==> src/rtl/segment_scan_decoder.sv <==
`default_nettype none
// ============================================================================
// Module      : segment_scan_decoder
// Description : Passive monitor on a multiplexed seven-segment display bus.
//               Decodes the score digits (active-high cathodes, an_score
//               selects ones/tens) and the lives digit (active-low cathodes,
//               active-low anodes, position 1110 only) back into binary,
//               filtering mux glitches with a per-position stability counter
//               and flagging illegal patterns on a sticky error bit.
// Configuration macro:
//               SEG_SCAN_LIVES_EN - when defined the lives path is built;
//               when undefined lives_o is tied to 0 and the lives lines are
//               ignored.
// Ports       :
//   clk          - system clock
//   rst_n        - asynchronous active-low reset
//   sample_en_i  - one-cycle sample strobe; all line inputs ignored when low
//   an_score_i   - score digit select (0 = ones, 1 = tens)
//   seg_score_i  - score cathodes, active-high, {g,f,e,d,c,b,a}
//   an_lives_i   - lives anodes, active-low
//   seg_lives_i  - lives cathodes, active-low, {g,f,e,d,c,b,a}
//   err_clr_i    - clears the sticky error flag
//   score_o      - reconstructed score, 0..99
//   lives_o      - reconstructed lives, 0..3
//   update_o     - one-cycle pulse when score or lives changes
//   err_o        - sticky illegal-pattern flag
// Revision    : 1.0 - initial release
// ============================================================================
module segment_scan_decoder #(
  parameter int STABLE_CYCLES = 4
) (
  input  logic       clk,
  input  logic       rst_n,
  input  logic       sample_en_i,
  input  logic       an_score_i,
  input  logic [6:0] seg_score_i,
  input  logic [3:0] an_lives_i,
  input  logic [6:0] seg_lives_i,
  input  logic       err_clr_i,
  output logic [6:0] score_o,
  output logic [1:0] lives_o,
  output logic       update_o,
  output logic       err_o
);

  localparam int            CW       = $clog2(STABLE_CYCLES + 1);
  localparam logic [CW-1:0] C_STABLE = CW'(STABLE_CYCLES);

  // Returns {legal, digit} for an active-high segment pattern.
  function automatic logic [4:0] decode_seg(input logic [6:0] seg);
    logic [4:0] r;
    r = 5'b0_0000;
    case (seg)
      7'b0111111: r = 5'b1_0000;
      7'b0000110: r = 5'b1_0001;
      7'b1011011: r = 5'b1_0010;
      7'b1001111: r = 5'b1_0011;
      7'b1100110: r = 5'b1_0100;
      7'b1101101: r = 5'b1_0101;
      7'b1111101: r = 5'b1_0110;
      7'b0000111: r = 5'b1_0111;
      7'b1111111: r = 5'b1_1000;
      7'b1101111: r = 5'b1_1001;
      default:    r = 5'b0_0000;
    endcase
    return r;
  endfunction

  // Candidate/counter update shared by every digit position. Returns
  // {cand_next, cnt_next}. Any non-legal sample (blank or illegal) clears
  // the streak; the caller decides whether it is also an error.
  function automatic logic [CW+3:0] chan_next(
    input logic          hit,
    input logic          legal,
    input logic [3:0]    digit,
    input logic [3:0]    cand,
    input logic [CW-1:0] cnt
  );
    logic [3:0]    c;
    logic [CW-1:0] n;
    c = cand;
    n = cnt;
    if (hit) begin
      if (legal) begin
        if (digit == cand) begin
          if (cnt != C_STABLE) n = cnt + CW'(1);
        end else begin
          c = digit;
          n = CW'(1);
        end
      end else begin
        n = '0;
      end
    end
    return {c, n};
  endfunction

  // --------------------------------------------------------------------------
  // Score path
  // --------------------------------------------------------------------------
  logic [4:0] sc_dec;
  logic       sc_legal;
  logic       sc_blank;
  logic       sc_err;
  logic [7:0] sc_digits;   // {tens, ones}
  logic [1:0] sc_seen;

  assign sc_dec   = decode_seg(seg_score_i);
  assign sc_legal = sc_dec[4];
  assign sc_blank = (seg_score_i == 7'b0000000);
  assign sc_err   = sample_en_i && !sc_legal && !sc_blank;

  for (genvar gi = 0; gi < 2; gi++) begin : g_score_pos
    logic          hit;
    logic          commit;
    logic [3:0]    cand_q, cand_d;
    logic [CW-1:0] cnt_q, cnt_d;
    logic [3:0]    digit_q;
    logic          seen_q;

    // Samples for the other position leave this streak untouched.
    assign hit            = sample_en_i && (an_score_i == 1'(gi));
    assign {cand_d, cnt_d} = chan_next(hit, sc_legal, sc_dec[3:0], cand_q, cnt_q);
    // Saturated streaks keep recommitting the same value, which is harmless.
    assign commit         = hit && sc_legal && (cnt_d == C_STABLE);

    always_ff @(posedge clk or negedge rst_n) begin
      if (!rst_n) begin
        cand_q  <= '0;
        cnt_q   <= '0;
        digit_q <= '0;
        seen_q  <= 1'b0;
      end else begin
        cand_q <= cand_d;
        cnt_q  <= cnt_d;
        if (commit) begin
          digit_q <= cand_d;
          seen_q  <= 1'b1;
        end
      end
    end

    assign sc_digits[gi*4 +: 4] = digit_q;
    assign sc_seen[gi]          = seen_q;
  end

  logic [6:0] score_q, score_d;

  // Publish only once both positions have committed at least once.
  assign score_d = (sc_seen == 2'b11)
                 ? ({3'b000, sc_digits[7:4]} * 7'd10 + {3'b000, sc_digits[3:0]})
                 : score_q;

  // --------------------------------------------------------------------------
  // Lives path
  // --------------------------------------------------------------------------
  logic [1:0] lives_q, lives_d;
  logic       lv_err;

`ifdef SEG_SCAN_LIVES_EN
  logic [4:0]    lv_dec;
  logic          lv_hit;
  logic          lv_legal;
  logic          lv_blank;
  logic          lv_commit;
  logic [3:0]    lv_cand_q, lv_cand_d;
  logic [CW-1:0] lv_cnt_q, lv_cnt_d;
  logic [1:0]    lv_digit_q;
  logic          lv_seen_q;

  // Active-low table is the inverse of the active-high one.
  assign lv_dec   = decode_seg(~seg_lives_i);
  assign lv_hit   = sample_en_i && (an_lives_i == 4'b1110);
  assign lv_legal = lv_dec[4] && (lv_dec[3:2] == 2'b00);
  assign lv_blank = (seg_lives_i == 7'b1111111);
  // Digits 4..9 are legal display patterns but impossible lives values.
  assign lv_err   = lv_hit && !lv_blank && !lv_legal;

  assign {lv_cand_d, lv_cnt_d} = chan_next(lv_hit, lv_legal, lv_dec[3:0], lv_cand_q, lv_cnt_q);
  assign lv_commit = lv_hit && lv_legal && (lv_cnt_d == C_STABLE);

  always_ff @(posedge clk or negedge rst_n) begin
    if (!rst_n) begin
      lv_cand_q  <= '0;
      lv_cnt_q   <= '0;
      lv_digit_q <= '0;
      lv_seen_q  <= 1'b0;
    end else begin
      lv_cand_q <= lv_cand_d;
      lv_cnt_q  <= lv_cnt_d;
      if (lv_commit) begin
        lv_digit_q <= lv_cand_d[1:0];
        lv_seen_q  <= 1'b1;
      end
    end
  end

  assign lives_d = lv_seen_q ? lv_digit_q : lives_q;
`else
  logic lives_unused;
  assign lives_unused = ^{an_lives_i, seg_lives_i};
  assign lv_err       = 1'b0;
  assign lives_d      = 2'b00;
`endif

  // --------------------------------------------------------------------------
  // Output registers
  // --------------------------------------------------------------------------
  logic update_q, update_d;
  logic err_q, err_d;

  assign update_d = (score_d != score_q) || (lives_d != lives_q);
  // A new error wins over a simultaneous clear.
  assign err_d    = (sc_err || lv_err) ? 1'b1 : (err_clr_i ? 1'b0 : err_q);

  always_ff @(posedge clk or negedge rst_n) begin
    if (!rst_n) begin
      score_q  <= '0;
      lives_q  <= '0;
      update_q <= 1'b0;
      err_q    <= 1'b0;
    end else begin
      score_q  <= score_d;
      lives_q  <= lives_d;
      update_q <= update_d;
      err_q    <= err_d;
    end
  end

  assign score_o  = score_q;
  assign lives_o  = lives_q;
  assign update_o = update_q;
  assign err_o    = err_q;

endmodule
`default_nettype wire

==> config.mk <==
export PLATFORM = sky130hd
export DESIGN_NAME = segment_scan_decoder
export DESIGN_NICKNAME = d
export VERILOG_FILES = /design/src/rtl/segment_scan_decoder.sv
export SDC_FILE = /design/constraint.sdc
export NUM_CORES = 1
export LEC_CHECK = 0
export BUFFER_PORTS_ARGS = -buffer_cell sky130_fd_sc_hd__buf_2
export CAP_MARGIN = 25
export CORE_ASPECT_RATIO = 0.7
export CORE_MARGIN = 3
export CORE_UTILIZATION = 45
export DETAILED_ROUTE_END_ITERATION = 7
export PLACE_DENSITY = 0.67
export SYNTH_ARGS = -nofsm -noshare
export SYNTH_HDL_FRONTEND = slang
export SYNTH_SLANG_ARGS = --single-unit
==> constraint.sdc <==
create_clock -name clk -period 5.6 [get_ports clk]
set_clock_uncertainty 0.15 [all_clocks]
set_input_delay 1.12 -clock clk [delete_from_list [all_inputs] [get_ports clk]]
set_output_delay 1.12 -clock clk [all_outputs]
set_load 0.02 [all_outputs]
After elaboration in Yosys (flattened, before gate mapping)
Index checks and enable logic that the tools add are counted.
- bits of input ports: 23
- output and inout port bits: 11
- register bits: 33
- add/subtract/negate cells: 3
- equal/unequal tests: 18
- bitwise operators: 1
- reductions and logical operators: 12
- multipliers: 1
- multiplexer cells: 18
- operators with widths (cell ; count):
    $pmux 5 s10 ; 1
    $eq 7x7->1 const B ; 7
    $mux 3 ; 8
    $mux 4 ; 6
    $eq 7x3->1 const B ; 2
    $eq 4x4->1 ; 2
    $logic_and 1x1->1 ; 8
    $add 7x4->7 ; 1
    $eq 7x6->1 const B ; 1
    $logic_not 7->1 ; 1
    $mux 7 ; 1
    $ne 7x7->1 ; 1
    $add 3x1->3 const B ; 2
    $eq 3x3->1 const B ; 2
    $mul 4x3->6 const B ; 1
    $ne 3x3->1 const B ; 2
    $eq 2x2->1 const B ; 1
    $logic_not 1->1 ; 2
    $mux 1 ; 2
    $reduce_bool 2->1 ; 1
    $not 1->1 ; 1

Logic depth before layout (Yosys ltp)
Gate-level depths: netlist (run 1).
- depth after elaboration: 8
- gate-level depth with buffers: 9
- depth with buffers taken out: 8

Worst setup path before layout (run 1)
No wires, ideal clock.
- path type: in2reg
- start: in seg_score_i[5]
- end: reg g_score_pos[0].digit_q[0]
- slack: 2.316 ns
- data arrival time: 3.010 ns
- required time: 5.325 ns
- stages on the path: 7
- library setup time: 0.125 ns
- cells stage by stage: buf_2 -> and4bb_2 -> o21ai_0 -> o211a_1 -> or4_4 -> nor4_4 -> mux2_2
- longest elaborated chain between the ends: 8
- elaborated cells between the ends (all ways): 21
- ends and longest elaborated chain (item ; line ; RTL):
    start, declared ; 36 ; input logic [6:0] seg_score_i,
    $eq 7x7->1 (tied with other cells) ; 53 ; case (seg)
    $pmux 5 s10 (*) ; 53 ;
    $eq 4x4->1 ; 85 ; if (digit == cand) begin
    $mux 3 ; 85 ;
    $mux 3 ; 84 ; if (legal) begin
    $mux 3 ; 83 ; if (hit) begin
    $eq 3x3->1 ; 125 ; assign commit = hit && sc_legal && (cnt_d == C_STABLE);
    $logic_and 1x1->1 ; 125 ;
    end signal, assigned ; 137 ; digit_q <= cand_d;
    end, declared ; 118 ; logic [3:0] digit_q;
Every way passes the cells marked *; elsewhere a longest branch is shown, timed or not.
A chain may end at the register's enable or synchronous reset.

Final worst setup path (run 1)
Ends and elaborated chain as after synthesis.

==> results of run 1 <==
cells in the final DEF (no fill, tap or decap), types with 3 or more instances in the layout:
cell type and instances:
dfrtp_1 33, buf_2 20, nand2_1 18, mux2_2 16, o21ai_0 12, nor2_1 10, ha_1 10, a21oi_1 9
nand3_1 9, xor2_1 8, inv_1 7, a21o_1 6, xnor2_1 6, clkbuf_8 6, nor3_1 5, o211ai_1 5
nor3b_1 3, a22oi_1 3
layout make-up:
type	count	area, µm²
Tap cell	55	68.8
Inverter	7	26.3
Clock buffer	7	86.3
Sequential cell	33	826
Multi-Input combinational cell	165	1250
Fill cell	403	2090
Timing Repair Buffer	20	100
Clock inverter	1	30.0
metrics by stage:
step	cells	power [mW]	hold WS (ns)
floorplan	215	0.316	0.313
global placement	280	0.338	0.330
detailed placement	280	0.340	0.330
CTS	288	0.577	0.347
global route	288	0.599	0.396
finish	288	0.574	0.346
path summary, 6_finish.rpt:
path	end	slack (ns)	cells after the start
max	g_score_pos[0].digit_q[0]$_DFFE_PN0P_	2.16	7
min	g_score_pos[1].seen_q$_DFFE_PN0P_	0.35	1
max reg2reg	update_o$_DFF_PN0_	3.09	8
min reg2reg	g_score_pos[1].seen_q$_DFFE_PN0P_	0.35	1
max in group asynchronous	score_o[3]$_DFF_PN0_	4.10	1
min in group asynchronous	g_score_pos[1].digit_q[2]$_DFFE_PN0P_	0.73	1
flip-flops by register name, summed over array words and instances, names as in the netlist:
| register | flops |
|---|---|
| g_score_pos.cnt_q | 6 |
| update_o | 1 |
| g_score_pos.seen_q | 2 |
| g_score_pos.cand_q | 8 |
| g_score_pos.digit_q | 8 |
| score_o | 7 |
| err_o | 1 |
critical path: cells and delay by family:
family	cells	cell delay [ns]
compound gates	2	0.39
buf+inv	1	0.17
mux	1	0.38
simple gates	3	1.38
power groups by stage:
stage / sequential (mW) / clock (mW) / combinational (mW)
finish: 0.258 / 0.237 / 0.0791
global route: 0.259 / 0.251 / 0.0888
CTS: 0.257 / 0.241 / 0.0789
detailed placement: 0.262 / 0 / 0.0787
global placement: 0.262 / 0 / 0.0763
floorplan: 0.261 / 0 / 0.0548
layer usage:
layer | track usage | up-vias
li1 | - | 817
met1 | 0.271 | 810
met2 | 0.243 | 23
met3 | 0.0387 | 7
met4 | 0.0736 | 0
met5 | 0 | -
kinds of logic (layout without fill, tap and decap cells):
| group | after synthesis | in the layout | synth area share |
|---|---|---|---|
| flops | 33 | 33 | 0.383 |
| other cells | 1 | 2 | 0.00174 |
| simple gates | 67 | 67 | 0.180 |
| mux | 16 | 16 | 0.0835 |
| buf+inv | 17 | 35 | 0.0394 |
| compound gates | 53 | 53 | 0.169 |
| fa+ha+maj | 12 | 12 | 0.0766 |
| xor+xnor | 15 | 15 | 0.0673 |
==> reports/results.ini, run 1 <==
[critical_path]
cp_cell_sequence = buf_2 > and4_1 > a22oi_1 > o211a_1 > or4_4 > nor4_4 > mux2_2
critPathLaunchType = input pin
path_max_fanout = 11
cp_slowest_cell = or4_4
slowest_delay_ns = 0.59
cp.required_ns = 5.62
end_kind = flip-flop
setup.worst_path.class = input pin to flip-flop
startpoint = seg_score_i[5]
regToRegStartpoint = g_score_pos[1].digit_q[1]$_DFFE_PN0P_
arrival_ns = 3.45

[cells_and_area]
layout.core_utilization = 0.533
antenna_cells = 0
final_area_um2 = 2390
areaGrowthSynthToFinish_pct = 10.7
drive_gt1_frac = 0.219
nets = 267

[global_route]
grt_pass1_vias = 1629
grt_antenna_before_repair = 0
grt_use_total = 0.179
grt_pass1_wl_mm = 7.78
grt_overflow = 0
grt_max_degree = 34

[logic_synthesis]
ys_seq_elements = 33
synth.distinct_cells = 52
postSynth.asyncResetShare = 1.00
synthCells = 214
synth.most_common_cell = dfrtp_1
synth_top_area_share = 0.383
yosys.area.top_type = dfrtp_1
synth_edf_count = 0
dominantRegCellSynth = dfrtp_1
synth_common_cells = 33 x dfrtp_1, 18 x nand2_1, 16 x mux2_2
netlist_top_cells_area = dfrtp_1 38%, mux2_2 8.4%, ha_1 5.8%, xor2_1 3.2%, nand2_1 3.1%
ys_warn_count = 0
synthesis.area_um2 = 2160
syn_area_per_cell_um2 = 10.1
yosysSeqAreaShare = 0.383

[power]
power.net_switching_mw = 0.152
ir_worst_vdd_v = 0.000118
leakage_nw = 1.21
power_frac_seq = 0.449
p_per_area_nw_per_um2 = 240
switching_share = 0.265
pwr-share-clk = 0.413
combPwrFrac = 0.138
p_int_mw = 0.422

[route]
drt-initial-drc-count = 91
wl_met2_mm = 1.89
drt-vias-per-instance = 5.75
dr.pass1.iters = 4
final_antenna_net_count = 0
met1Wirelength_mm = 2.31
wl_mm = 4.47
dr_wl_met3_um = 188
route.top_layer_used = met4
drc_errors = 0
vias = 1657
wl_per_cell_um = 15.5

[hold_path]
min_path_type = flip-flop to flip-flop
min_from = g_score_pos[1].seen_q$_DFFE_PN0P_

[sta]
worstMarginPinSlew_ns = 0.723
fin_setup_tns_ns = 0
report.final.slew_viol_count = 0
finalCritPeriodShare = 0.614
layout_setup_ws_ns = 2.16
rsz0062_at_grt = false
setup_viol = 0
slew_headroom = 0.518
fmax_ghz = 0.291
hold_viol_final = 0
min_period_ns = 3.44

[placement]
hpwl_mm = 3.33
place_ws_ns = 1.87
gp_congestion = 0.829
dpl_cell_area_um2 = 2270
io_buffers = 20

[clocking]
cts_resized = 0
cts.sinks = 33
postCtsSetupRepairBufs = 0
clockRootBuffer = clkbuf_8
cts_hold_buf = 0
htreeDepth = 2
cts_made_buffers = 5
cts_tree = done
clk_pin_slew_ns = 0.07
cts.path.max_buffers = 2
clk-insertion-delay-late_ns = 0.29

[floorplan]
core-area_um2 = 4480
die_h_um = 63.9
die_w_um = 88.8
initial_utilization = 0.482
ioPinCount = 34
std_cell_rows = 20
fp.dieArea_um2 = 5670

[outcome]
status = finished, final reports clean

[run]
cap_violations = 0

Power figures use the tool's default switching activity.
==> run 2, diff against run 1 <==
- clock period: 5.6 -> 3.49 ns (I/O delays scaled with it)
==> run 2 against run 1 <==
Against the previous run:
- die area unchanged
- combinational power rose by 61%
- cell count rose by 0.35%
- sequential cell count stayed put
- hold slack worse by 0.023 ns
- first-iteration DRC count rose by 40%
- non-clock buffer count rose by 1
- highest routed layer unchanged
==> reports/results.ini, run 2 (same netlist as run 1, synthesis figures left out) <==
[cells_and_area]
final_common_cell = dfrtp_1
antenna_cells = 0
final_area_um2 = 2380
areaGrowthSynthToFinish_pct = 10.3
nets = 268
mostFrequentLayoutCells = 33 x dfrtp_1, 20 x buf_2, 18 x nand2_1
drive_gt1_frac = 0.226

[sta]
worstMarginPinSlew_ns = 0.749
min_period_ns = 2.90
fmax_ghz = 0.344
slew_headroom = 0.501
hold_viol_final = 0
finalCritPeriodShare = 0.832
setup_viol = 0
report.final.slew_viol_count = 0
rsz0062_at_grt = false
fin_setup_tns_ns = 0

[floorplan]
fp.dieArea_um2 = 5670
std_cell_rows = 20
die_w_um = 88.8
core-area_um2 = 4480
initial_utilization = 0.482
ioPinCount = 34
die_h_um = 63.9

[power]
leakage_nw = 1.21
combPwrFrac = 0.147
switching_share = 0.277
power_frac_seq = 0.481
p_int_mw = 0.623
pwr-share-clk = 0.372
power.net_switching_mw = 0.239
ir_worst_vdd_v = 0.000186
p_per_area_nw_per_um2 = 362

[critical_path]
path_max_fanout = 11
slowest_delay_ns = 0.53
rr_endpoint = update_o$_DFF_PN0_
regToRegStartpoint = g_score_pos[1].digit_q[1]$_DFFE_PN0P_
ff2ff_path_depth = 8
cp.depth = 7
end_kind = flip-flop
setup.worst_path.class = input pin to flip-flop
cp_top_family = simple AND/OR/NAND/NOR gates
r2r_slack_ns = 1.02
cp_slowest_cell = nor4_4
cp.required_ns = 3.51
crit_buf_inv = 1
critPathLaunchType = input pin
cp_cell_sequence = buf_2 > and4_1 > and3_1 > xnor2_1 > o2111ai_1 > nor4_4 > mux2_2
arrival_ns = 2.92

[global_route]
grt_pass1_wl_mm = 7.71
grt_pass1_vias = 1617
grt_antenna_before_repair = 0
grt_overflow = 0
grt_use_total = 0.176
grt_max_degree = 34

[clocking]
cts_made_buffers = 5
clk_pin_slew_ns = 0.07
cts_hold_buf = 0
clockRootBuffer = clkbuf_8
cts_resized = 0
cts.sinks = 33
clk-insertion-delay-late_ns = 0.28
cts_tree = done
postCtsSetupRepairBufs = 0
cts.path.max_buffers = 2
htreeDepth = 2

[route]
drc_errors = 0
vias = 1672
drt-vias-per-instance = 5.79
wl_met2_mm = 1.88
final_antenna_net_count = 0
dr_wl_met3_um = 138
wl_mm = 4.48
dr.pass1.iters = 4
met1Wirelength_mm = 2.41
wl_per_cell_um = 15.5
drt-initial-drc-count = 127
route.top_layer_used = met4

[hold_path]
min_path_type = input pin to async pin

[placement]
dpl_cell_area_um2 = 2280
hpwl_mm = 3.32
io_buffers = 20
gp_congestion = 0.843

[run]
cap_violations = 0

[outcome]
status = finished, final reports clean

run 2: cell count changes in the layout (fill, tap and decap cells not counted), sizes merged:
cell / before / now
bufinv: 1 / 0
buf: 20 / 21
clkinv: 0 / 1
run 2: metrics by stage:
step	setup slack, ns	util	hold WS, ns	total power, mW	std cells
4_1_cts	0.600	0.531	0.337	0.869	289
2_1_floorplan	0.628	-	0.252	0.507	215
6_report	0.586	0.531	0.323	0.862	289
3_5_place_dp	0.286	0.509	0.342	0.547	281
5_1_grt	0.426	0.531	0.379	0.907	289
3_3_place_gp	0.298	0.509	0.332	0.544	281
run 2: worst max path at each step:
stage                              start                                     to  slack [ns]
after global routing      seg_score_i[5]  g_score_pos[0].digit_q[1]$_DFFE_PN0P_        0.43
final                     seg_score_i[5]  g_score_pos[0].digit_q[3]$_DFFE_PN0P_        0.59
after global placement    seg_score_i[5]  g_score_pos[0].digit_q[0]$_DFFE_PN0P_        0.30
after floorplan           seg_score_i[5]  g_score_pos[0].digit_q[0]$_DFFE_PN0P_        0.63
after CTS                 seg_score_i[5]  g_score_pos[0].digit_q[3]$_DFFE_PN0P_        0.60
after detailed placement  seg_score_i[5]  g_score_pos[0].digit_q[3]$_DFFE_PN0P_        0.29
run 2: power groups by stage:
stage                     registers [mW]  logic (mW)  clock network, mW
after floorplan                    0.419      0.0880                  0
after global placement             0.420       0.123                  0
after detailed placement           0.421       0.126                  0
after CTS                          0.414       0.126              0.329
after global routing               0.416       0.142              0.349
final                              0.414       0.127              0.321
run 2: cell type report:
cell class | instances | area, µm²
multi-input cells | 165 | 1250
inverters | 7 | 26.3
clock buffers | 7 | 96.3
clock inverters | 1 | 5.00
well taps | 55 | 68.8
repair buffers | 21 | 108
fillers | 406 | 2100
flip-flops and latches | 33 | 826
run 2: layer usage:
layer / up-vias / global-route usage
li1: 813 / -
met2: 30 / 0.244
met5: - / 0
met4: 0 / 0.0623
met1: 824 / 0.267
met3: 5 / 0.0399
==> run 3, diff against run 2 <==
- ABC_AREA: not set -> 1
- PLACE_DENSITY: 0.67 -> 0.66
- clock period: 3.49 -> 2.7 ns (I/O delays scaled with it)
==> run 3 against run 2 <==
Against the previous run:
- hold slack worse by 0.16 ns
- clock power is 6.2% higher
- combinational power up 74%
- via count is 13% higher
- final area up 4.8%
- total power grew 29%
- utilization increased by 1.7 points
- sequential power up 33%
- wire length up 0.27%
- count of clock-buffer cells in the layout down 2
- register-to-register slack worse by 0.75 ns
- synthesized cell count increased by 41%
- largest power group unchanged
==> reports/results.ini, run 3 <==
[logic_synthesis]
ys_seq_elements = 33
ys_warn_count = 0
postSynth.asyncResetShare = 1.00
synth_top_area_share = 0.368
yosysSeqAreaShare = 0.368
netlist_top_cells_area = dfrtp_1 37%, nand2_1 15%, inv_1 6.7%, ha_1 5.6%, nand3_1 4.9%
synth_common_cells = 90 x nand2_1, 40 x inv_1, 33 x dfrtp_1
syn_area_per_cell_um2 = 7.42
synth.most_common_cell = nand2_1
synth.distinct_cells = 26
synth_edf_count = 0
synthesis.area_um2 = 2240
dominantRegCellSynth = dfrtp_1
yosys.area.top_type = dfrtp_1
synthCells = 302

[sta]
min_period_ns = 2.43
fin_setup_tns_ns = 0
rsz0062_at_grt = false
slew_headroom = 0.513
report.final.slew_viol_count = 0
finalCritPeriodShare = 0.902
setup_viol = 0
hold_ws_ns = 0.165
hold_viol_final = 0
worstMarginPinSlew_ns = 0.731
fmax_ghz = 0.411

[critical_path]
path_max_fanout = 4
slowest_delay_ns = 0.47
cp_top_family = adder cells
r2r_slack_ns = 0.27
end_kind = flip-flop
cpMostUsedCell = ha_1
arrival_ns = 2.44
rr_endpoint = update_o$_DFF_PN0_
cp_slowest_cell = fa_1
crit_buf_inv = 0
setup.worst_path.class = flip-flop to flip-flop
regToRegStartpoint = g_score_pos[1].digit_q[1]$_DFFE_PN0P_
cp.required_ns = 2.71
cp_cell_sequence = ha_1 > ha_1 > fa_1 > xor2_1 > nand2_1 > o21ai_0 > xnor2_1 > nor2_1 > nand4_1
critPathLaunchType = flip-flop
ff2ff_path_depth = 9

[global_route]
grt_pass1_vias = 1802
grt_max_degree = 34
grt_overflow = 0
grt_antenna_before_repair = 0
grt_pass1_wl_mm = 8.15
grt_use_total = 0.174

[power]
leakage_nw = 1.38
ir_worst_vdd_v = 0.000240
p_per_area_nw_per_um2 = 446
p_total_mw = 1.11

[placement]
dp.cells = 388
hpwl_mm = 3.58
gp_congestion = 0.812
io_buffers = 20

[route]
wl_per_cell_um = 11.4
drt-initial-drc-count = 119
final_antenna_net_count = 0
wl_mm = 4.49
drt-vias-per-instance = 4.79
dr.pass1.iters = 4
vias = 1888
drc_errors = 0

[clocking]
cts_resized = 0
cts.path.max_buffers = 2
htreeDepth = 2
cts_tree = done
clk_pin_slew_ns = 0.06
postCtsSetupRepairBufs = 0
cts.sinks = 33
clockRootBuffer = clkbuf_8
clk-insertion-delay-late_ns = 0.28
cts_hold_buf = 0
cts_made_buffers = 5

[floorplan]
ioPinCount = 34
initial_utilization = 0.492
die_w_um = 90.4
die_h_um = 65.1
std_cell_rows = 20
fp.dieArea_um2 = 5880
core-area_um2 = 4550

[cells_and_area]
final-instance-count-excl-fill = 394
drive_gt1_frac = 0.189
mostFrequentLayoutCells = 90 x nand2_1, 40 x inv_1, 33 x dfrtp_1
nets = 364
areaGrowthSynthToFinish_pct = 11.3
layout.core_utilization = 0.548
final_common_cell = nand2_1
fillers = 469
antenna_cells = 0

[hold_path]
min_path_type = input pin to async pin

[run]
cap_violations = 0

[outcome]
status = finished, final reports clean

[run 3: worst max path at each step]
stage,start,to,slack [ns],cells after the start
4_1_cts,g_score_pos[1].digit_q[1]$_DFFE_PN0P_,update_o$_DFF_PN0_,0.25,9
3_5_place_dp,g_score_pos[1].digit_q[1]$_DFFE_PN0P_,update_o$_DFF_PN0_,0.26,9
5_1_grt,g_score_pos[1].digit_q[1]$_DFFE_PN0P_,update_o$_DFF_PN0_,0.08,10
6_report,g_score_pos[1].digit_q[1]$_DFFE_PN0P_,update_o$_DFF_PN0_,0.27,9
3_3_place_gp,g_score_pos[1].digit_q[1]$_DFFE_PN0P_,update_o$_DFF_PN0_,0.29,9
2_1_floorplan,g_score_pos[1].digit_q[1]$_DFFE_PN0P_,update_o$_DFF_PN0_,0.43,9
[run 3: through the flow]
step / area (µm²) / worst slack (ns)
floorplan: 2250 / 0.433
global placement: 2420 / 0.291
detailed placement: 2420 / 0.261
CTS: 2490 / 0.250
global route: 2490 / 0.0793
finish: 2490 / 0.266
[run 3: kinds of logic (layout without fill, tap and decap cells)]
kind of cell / Yosys count / after routing / synth area share
AOI/OAI and AO/OA: 31 / 31 / 0.0910
xor gates and xnor gates: 10 / 10 / 0.0391
adders and majority gates: 12 / 12 / 0.0737
buffers and inverters: 47 / 72 / 0.0820
DFF: 33 / 33 / 0.368
other: 1 / 2 / 0.00167
and+or+nand+nor: 168 / 168 / 0.344
[run 3: report_power, final]
group | switching (mW) | internal (mW)
combinational | 0.146 | 0.0748
clock | 0.171 | 0.169
sequential | 0.0195 | 0.532
total | 0.337 | 0.777
[run 3: final cells by class]
class / instances / area (µm²) / area share
Timing Repair Buffer: 21 / 108 / 0.0431
Clock buffer: 5 / 68.8 / 0.0276
Inverter: 45 / 169 / 0.0677
Clock inverter: 1 / 5.00 / 0.00201
Multi-Input combinational cell: 223 / 1240 / 0.495
Tap cell: 66 / 82.6 / 0.0331
Sequential cell: 33 / 826 / 0.331
[run 3: metal layers]
metal | global-route usage | share of wire | vias to the layer above
met5 | 0 | 0 | -
met3 | 0.0383 | 0.057 | 7
li1 | - | - | 994
met2 | 0.260 | 0.41 | 33
met4 | 0.0515 | 0.012 | 0
met1 | 0.250 | 0.52 | 854
